--- src/rtl/cpu_seq_ctrl_if.sv ---
// Control-plane bundle between the program sequencer and the register/ALU datapath.
// The sequencer is the master; the datapath side (and instruction ROM) is the slave.
interface cpu_seq_ctrl_if #(
  parameter int PC_W = 8
);
  logic            run;
  logic [15:0]     imem_data;
  logic [PC_W-1:0] imem_addr;
  logic            en_inst;
  logic [3:0]      mux_sel;
  logic [2:0]      sel;
  logic            en_s;
  logic            en_c;
  logic [7:0]      en;
  logic            done;
  logic            halted;
  logic            busy;

  modport master (
    input  run, imem_data,
    output imem_addr, en_inst, mux_sel, sel, en_s, en_c, en, done, halted, busy
  );

  modport slave (
    output run, imem_data,
    input  imem_addr, en_inst, mux_sel, sel, en_s, en_c, en, done, halted, busy
  );
endinterface

--- src/rtl/cpu_seq_ctrl.sv ---
// Autonomous program sequencer: fetches 16-bit instructions from a sync ROM,
// decodes them and drives the register-file / ALU datapath controls until HALT.
module cpu_seq_ctrl #(
  parameter int PC_W     = 8,
  parameter int START_PC = 0
) (
  input  logic           clk,
  input  logic           reset,
  cpu_seq_ctrl_if.master bus
);

  typedef enum logic [2:0] {
    IDLE, FETCH, DECODE, EXEC_A, EXEC_B, WB, HALT
  } state_t;

  localparam logic [1:0] CLS_ALU  = 2'b00;
  localparam logic [1:0] CLS_MOV  = 2'b01;
  localparam logic [1:0] CLS_HALT = 2'b11;

  state_t          state_q, state_d;
  logic [PC_W-1:0] pc_q, pc_d;
  logic [15:0]     ir_q, ir_d;

  logic [2:0] rd, rb, op;
  logic [1:0] cls;
  logic       unused_ir_bits;

  logic       en_inst, en_s, en_c, done, halted, busy;
  logic [3:0] mux_sel;
  logic [2:0] sel;
  logic [7:0] en_w;

  assign rd  = ir_q[15:13];
  assign rb  = ir_q[12:10];
  assign op  = ir_q[4:2];
  assign cls = ir_q[1:0];
  // Reserved field is latched into ir but never decoded.
  assign unused_ir_bits = ^ir_q[9:5];

  always_ff @(posedge clk or posedge reset) begin
    if (reset) begin
      state_q <= IDLE;
      pc_q    <= PC_W'(START_PC);
      ir_q    <= '0;
    end else begin
      state_q <= state_d;
      pc_q    <= pc_d;
      ir_q    <= ir_d;
    end
  end

  always_comb begin
    state_d = state_q;
    pc_d    = pc_q;
    ir_d    = ir_q;
    en_inst = 1'b0;
    mux_sel = 4'd0;
    sel     = 3'd0;
    en_s    = 1'b0;
    en_c    = 1'b0;
    en_w    = 8'd0;
    done    = 1'b0;
    halted  = 1'b0;
    busy    = 1'b1;

    case (state_q)
      IDLE: begin
        busy = 1'b0;
        if (bus.run) state_d = FETCH;
      end
      FETCH: begin
        state_d = DECODE;
      end
      DECODE: begin
        // ROM word addressed in FETCH is valid now; branch on its class directly.
        en_inst = 1'b1;
        ir_d    = bus.imem_data;
        pc_d    = pc_q + PC_W'(1);
        case (bus.imem_data[1:0])
          CLS_ALU:  state_d = EXEC_A;
          CLS_HALT: state_d = HALT;
          default:  state_d = WB;
        endcase
      end
      EXEC_A: begin
        en_s    = 1'b1;
        mux_sel = {1'b0, rd};
        state_d = EXEC_B;
      end
      EXEC_B: begin
        en_c    = 1'b1;
        mux_sel = {1'b0, rb};
        sel     = op;
        state_d = WB;
      end
      WB: begin
        en_w = 8'd1 << rd;
        done = 1'b1;
        case (cls)
          CLS_ALU: mux_sel = 4'd9;
          CLS_MOV: mux_sel = {1'b0, rb};
          default: mux_sel = 4'd8;
        endcase
        state_d = bus.run ? FETCH : IDLE;
      end
      HALT: begin
        halted = 1'b1;
        busy   = 1'b0;
      end
      default: begin
        busy    = 1'b0;
        state_d = IDLE;
      end
    endcase
  end

  assign bus.imem_addr = pc_q;
  assign bus.en_inst   = en_inst;
  assign bus.mux_sel   = mux_sel;
  assign bus.sel       = sel;
  assign bus.en_s      = en_s;
  assign bus.en_c      = en_c;
  assign bus.en        = en_w;
  assign bus.done      = done;
  assign bus.halted    = halted;
  assign bus.busy      = busy;

endmodule

--- src/flat_wrapper.sv ---
// flat-port wrapper written by rule: the top's interface ports become plain ports
module cpu_seq_ctrl_flat 
#(
  parameter int PC_W     = 8,
  parameter int START_PC = 0
)
  (clk, reset, bus_run, bus_imem_data, bus_imem_addr, bus_en_inst, bus_mux_sel, bus_sel, bus_en_s, bus_en_c, bus_en, bus_done, bus_halted, bus_busy);
  cpu_seq_ctrl_if #(.PC_W(PC_W)) bus_i ();
  input  logic clk;
  input  logic reset;
  input wire logic [$bits(bus_i.run)-1:0] bus_run;
  input wire logic [$bits(bus_i.imem_data)-1:0] bus_imem_data;
  output wire logic [$bits(bus_i.imem_addr)-1:0] bus_imem_addr;
  output wire logic [$bits(bus_i.en_inst)-1:0] bus_en_inst;
  output wire logic [$bits(bus_i.mux_sel)-1:0] bus_mux_sel;
  output wire logic [$bits(bus_i.sel)-1:0] bus_sel;
  output wire logic [$bits(bus_i.en_s)-1:0] bus_en_s;
  output wire logic [$bits(bus_i.en_c)-1:0] bus_en_c;
  output wire logic [$bits(bus_i.en)-1:0] bus_en;
  output wire logic [$bits(bus_i.done)-1:0] bus_done;
  output wire logic [$bits(bus_i.halted)-1:0] bus_halted;
  output wire logic [$bits(bus_i.busy)-1:0] bus_busy;
  assign bus_i.run = bus_run;
  assign bus_i.imem_data = bus_imem_data;
  assign bus_imem_addr = bus_i.imem_addr;
  assign bus_en_inst = bus_i.en_inst;
  assign bus_mux_sel = bus_i.mux_sel;
  assign bus_sel = bus_i.sel;
  assign bus_en_s = bus_i.en_s;
  assign bus_en_c = bus_i.en_c;
  assign bus_en = bus_i.en;
  assign bus_done = bus_i.done;
  assign bus_halted = bus_i.halted;
  assign bus_busy = bus_i.busy;
  cpu_seq_ctrl #(.PC_W(PC_W), .START_PC(START_PC)) u_core (.clk(clk), .reset(reset), .bus(bus_i));
endmodule
--- config.mk ---
export PLATFORM = sky130hd
export DESIGN_NAME = cpu_seq_ctrl_flat
export DESIGN_NICKNAME = d
export VERILOG_FILES = /design/src/rtl/cpu_seq_ctrl_if.sv /design/src/rtl/cpu_seq_ctrl.sv /design/src/flat_wrapper.sv
export SDC_FILE = /design/constraint.sdc
export NUM_CORES = 1
export LEC_CHECK = 0
export CAP_MARGIN = 25
export CELL_PAD_IN_SITES_DETAIL_PLACEMENT = 1
export CELL_PAD_IN_SITES_GLOBAL_PLACEMENT = 1
export CORE_ASPECT_RATIO = 0.5
export CORE_UTILIZATION = 30
export CTS_BUF_LIST = sky130_fd_sc_hd__clkbuf_4
export CTS_CLUSTER_SIZE = 40
export DETAILED_ROUTE_END_ITERATION = 8
export PLACE_DENSITY = 0.87
export SYNTH_ARGS = -nofsm -noshare
export SYNTH_HDL_FRONTEND = slang
export SYNTH_SLANG_ARGS = --single-unit
--- constraint.sdc ---
create_clock -name clk -period 1.3 [get_ports clk]
set_input_delay 0.26 -clock clk [delete_from_list [all_inputs] [get_ports clk]]
set_output_delay 0.26 -clock clk [all_outputs]
set_load 0.02 [all_outputs]
## Word-level counts from Yosys, hierarchy flattened

Index checks and enable logic that the tools add are counted.

- $add $sub $neg: 1
- Equal/unequal tests: 9
- Shift-type cells: 1
- Mux-type cells: 14
- Bitwise logic cells: 1
- Reductions and logical operators: 5

Operator list:

| kind | count |
|---|---|
| $pmux W3 S7 | 1 |
| $pmux W4 S3 | 1 |
| $eq A3 B3 Y1 const B | 3 |
| $add A8 B1 Y8 const B | 1 |
| $mux W8 | 1 |
| $pmux W4 S2 | 1 |
| $shl A1 B3 Y8 const A | 1 |
| $mux W1 | 7 |
| $eq A3 B2 Y1 const B | 2 |
| $mux W3 | 2 |
| $pmux W3 S2 | 1 |
| $reduce_or A5 Y1 | 1 |
| $logic_not A2 Y1 | 2 |
| $eq A3 B1 Y1 const B | 1 |
| $logic_not A3 Y1 | 1 |
| $eq A2 B1 Y1 const B | 1 |
| $eq A2 B2 Y1 const B | 1 |
| $ne A2 B2 Y1 const B | 1 |
| $reduce_and A2 Y1 | 1 |
| $not A1 Y1 | 1 |

- Bits in registers: 27
- Bits of input ports: 19
- Output and inout bits: 29
- Word-level logic and storage cells: 34

## Longest topological paths before layout

- Depth after elaboration: 3
- Gate-level depth with buffers: 6
- Gate-level depth less buffers: 5

## Least setup slack after synthesis

No wires, ideal clock.

- Path kind: flip-flop to output port
- Start: register u_core.state_q[0]
- End: output bus_sel[0]
- Arrival: 1.533 ns
- Required time: 1.040 ns
- Path slack: -0.493 ns
- Cell stages (with the launch flop): 4
- Path buffers: 1
- Cell sequence: dfrtp_1 -> buf_4 -> nor3b_1 -> and2_1

- Word-level cells in the longest chain between the ends: 2

Ends and longest elaborated chain:

| item | RTL line | text |
|---|---|---|
| start, declared | cpu_seq_ctrl.sv:20 | `state_t state_q, state_d;` |
| start signal, assigned | cpu_seq_ctrl.sv:46 | `state_q <= state_d;` |
| $eq A3 B3 Y1 | cpu_seq_ctrl.sv:66 | `case (state_q)` |
| $mux W3 | cpu_seq_ctrl.sv:66 |  |
| end, declared | flat_wrapper.sv:16 | `output wire logic [$bits(bus_i.sel)-1:0] bus_sel;` |

Every way passes these cells.

## Worst setup path in the final report

- Start: register u_core.state_q[1]
- End: output bus_sel[0]

Same word-level chain as after synthesis.

==> results_dict.tcl <==
set metrics [dict create \
    setup_viol_count_final 43 \
    ir_drop_uv 356 \
    cts_tree "done" \
    power.density_nw_per_um2 519 \
    via_per_inst 5.04 \
    ys_warn_count 0 \
    area_growth_pct 119 \
    p_leak_nw 1.24 \
    dieArea_sq_um 4230 \
    cap_violations 0 \
    drt_first_iter_violations 34 \
    hold_buffers 0 \
    finalWorstPathRequiredPeriod_ns 2.02 \
    p_switching_w 0.000305 \
    slew_violations 0 \
    htree_levels 1 \
    syn_inst 111 \
    slew_headroom_pct 78.5 \
    skew_ns 0.0175 \
    switching_share_pct 22.7 \
    vias 1335 \
    ios 48 \
    grt_max_degree 23 \
    synth_cell_types 30 \
    overflow 0 \
    port-buffer-count 42 \
    final_layout_size_suffix_gt1_share_pct 68.2 \
    finalSetupTns_ns -22.78 \
    die_w_um 91.0 \
    grt_pass1_wl_um 8720 \
    power_frac_clock_pct 43.3 \
    fin_area_sq_um 2590 \
    rsz0062_at_grt "yes" \
    hold-worst-slack_ns 0.270 \
    ys_ff_latch 22 \
    drt_first_pass_iters 4 \
    clk_pin_slew_worst_paths_ns 0.16 \
    fin_ws_ns -0.724 \
    antenna_cells_inserted 0 \
    worstRegToRegCells 8 \
    detail_route.wl_per_cell_um 24.3 \
    syn_avg_cell_area_sq_um 10.7 \
    period_share_pct 156 \
    worst-r2r-setup-slack_ns -0.60 \
    placed_cell_area_sq_um 2050 \
    grt_pass1_vias 1493 \
    required_ns 1.04 \
    critPathKind "reg -> out" \
    crit_path_start_kind "register" \
    worst-path-max-fanout 4 \
    wl_um 6450 \
    tightest_slew_ns 0.320 \
    hp-class "in -> async" \
    die_h_um 46.5 \
    p_seq_share_pct 50.8 \
    clk_latency_ns 0.35 \
    gp_congestion 0.719 \
    status "finished with violations" \
    p_int_w 0.00104 \
    synth_edf_count 0 \
    endpoint_kind "output port" \
    ant_nets 0 \
    hold_viol 0 \
    dp_hpwl_um 3070 \
    coreArea_sq_um 3600 \
    synthArstFlopShare_pct 100 \
    antenna_found_initial 0 \
    syn-cell-area_sq_um 1190 \
    share_comb_of_total_power_pct 5.9 \
    violations "setup timing" \
    grt_usage_pct 28.3 \
    nets 239 \
    ys_seq_area_share_pct 46.4 \
    clock_path_buffers 2 \
    start_util_pct 33.0 \
    root_buffer "clkbuf_4" \
    ys.flop_type "dfrtp_1" \
    fmax_ghz 0.494 \
    rows 15 \
    route.detailed.drc 0 \
    synth_nets 135 \
    cts_buffers 3 \
    clock_sink_count 22 \
    cp.arrival_ns 1.76 \
]
==> per-layer routing <==
metal | global-route usage, % | vias to the layer above | part of all wire, %
met5 | 0 | - | 0
met4 | 8.25 | 0 | 3.1
met3 | 3.63 | 17 | 3.5
met2 | 56.4 | 47 | 52
met1 | 33.5 | 686 | 41
li1 | - | 585 | -
==> state kept, by name, indices dropped and copies added, names as in the netlist <==
name	count
u_core.state_q	3
u_core.bus.imem_addr	8
u_core.ir_q	11
==> path summary, 6_finish.rpt <==
path | from | to
setup / recovery | u_core.state_q[1]$_DFFE_PP0P_ | bus_sel[0]
hold / removal | reset | u_core.ir_q[0]$_DFFE_PP0P_
setup reg to reg | u_core.state_q[1]$_DFFE_PP0P_ | u_core.ir_q[10]$_DFFE_PP0P_
hold reg to reg | u_core.bus.imem_addr[7]$_DFFE_PP0P_ | u_core.bus.imem_addr[7]$_DFFE_PP0P_
max in group asynchronous | reset | u_core.state_q[2]$_DFFE_PP0P_
min in group clk | u_core.bus.imem_addr[7]$_DFFE_PP0P_ | u_core.bus.imem_addr[7]$_DFFE_PP0P_
==> cells in the mapped netlist (all sizes together), types with 3 or more instances <==
cell type	number	area [sq um]
nand4	4	25.0
nand2b	5	31.3
nor2b	3	18.8
o21ai	5	25.0
nor2	9	33.8
buf	5	38.8
inv	4	15.0
xnor2	6	52.6
dfrtp	22	551
mux2	12	135
and2	4	25.0
and3	3	18.8
ha	5	62.6
nand2	7	26.3
==> cells by family after synthesis <==
kind of cell    after synthesis  synth area share, %
compound gates               13                 6.85
fa+ha+maj                     5                 5.27
mux                          12                 11.4
xor+xnor                      7                 5.16
simple gates                 43                 20.4
buf+inv                       9                 4.53
flops                        22                 46.4
==> cell type report <==
class	instances	area, sq um
fillers	347	1010
repair buffers	104	1020
multi-input cells	80	893
clock buffers	3	22.5
inverters	4	15.0
clock inverters	1	30.0
well taps	51	63.8
flip-flops and latches	22	553
==> power by group through the flow <==
stage | Combinational [W] | Sequential (W) | Clock [W]
floorplan | 0.0000151 | 0.000697 | 0
global placement | 0.0000677 | 0.000697 | 0
detailed placement | 0.0000699 | 0.000697 | 0
CTS | 0.0000706 | 0.000684 | 0.000554
global route | 0.0000841 | 0.000685 | 0.000598
finish | 0.0000792 | 0.000685 | 0.000584
==> placed cells by master, fill, tap and decap left out, types with 3 or more instances in the layout <==
| master | synthesis | final |
|---|---|---|
| dfrtp_1 | 22 | 20 |
| nand2b_1 | 5 | 3 |
| mux2_4 | 0 | 12 |
| ha_1 | 5 | 3 |
| clkdlybuf4s15_2 | 0 | 4 |
| clkbuf_4 | 0 | 3 |
| xnor2_1 | 6 | 5 |
| nor2_4 | 0 | 7 |
| nand2_4 | 0 | 4 |
| inv_1 | 4 | 3 |
| clkdlybuf4s50_1 | 0 | 13 |
| nand4_1 | 4 | 4 |
| buf_4 | 3 | 41 |
| and2_4 | 0 | 4 |
| buf_6 | 1 | 37 |
==> worst max-delay path, cell delays in order, from the launching register on <==
cell     delay [ns]
dfrtp_2        0.48
buf_4          0.15
buf_6          0.13
nor3b_4        0.32
and2_4         0.23
buf_6          0.11
==> per-stage QoR <==
stage / worst slack [ns] / utilization [%] / instances / power [W]
global placement: -0.574 / 56.8 / 233 / 0.000765
global route: -0.729 / 72.0 / 265 / 0.00137
detailed placement: -0.723 / 56.8 / 233 / 0.000767
finish: -0.724 / 72.0 / 265 / 0.00135
CTS: -0.615 / 67.7 / 256 / 0.00131
floorplan: -0.218 / - / 111 / 0.000712
==> what timing repair did <==
item | CTS | global route
pin swaps | 18 | 14
setup endpoints to repair | 51 | 48
resized for setup | 184 | 36
setup buffers | 19 | 17
gates cloned | 2 | 0
Power figures use the tool's default switching activity.
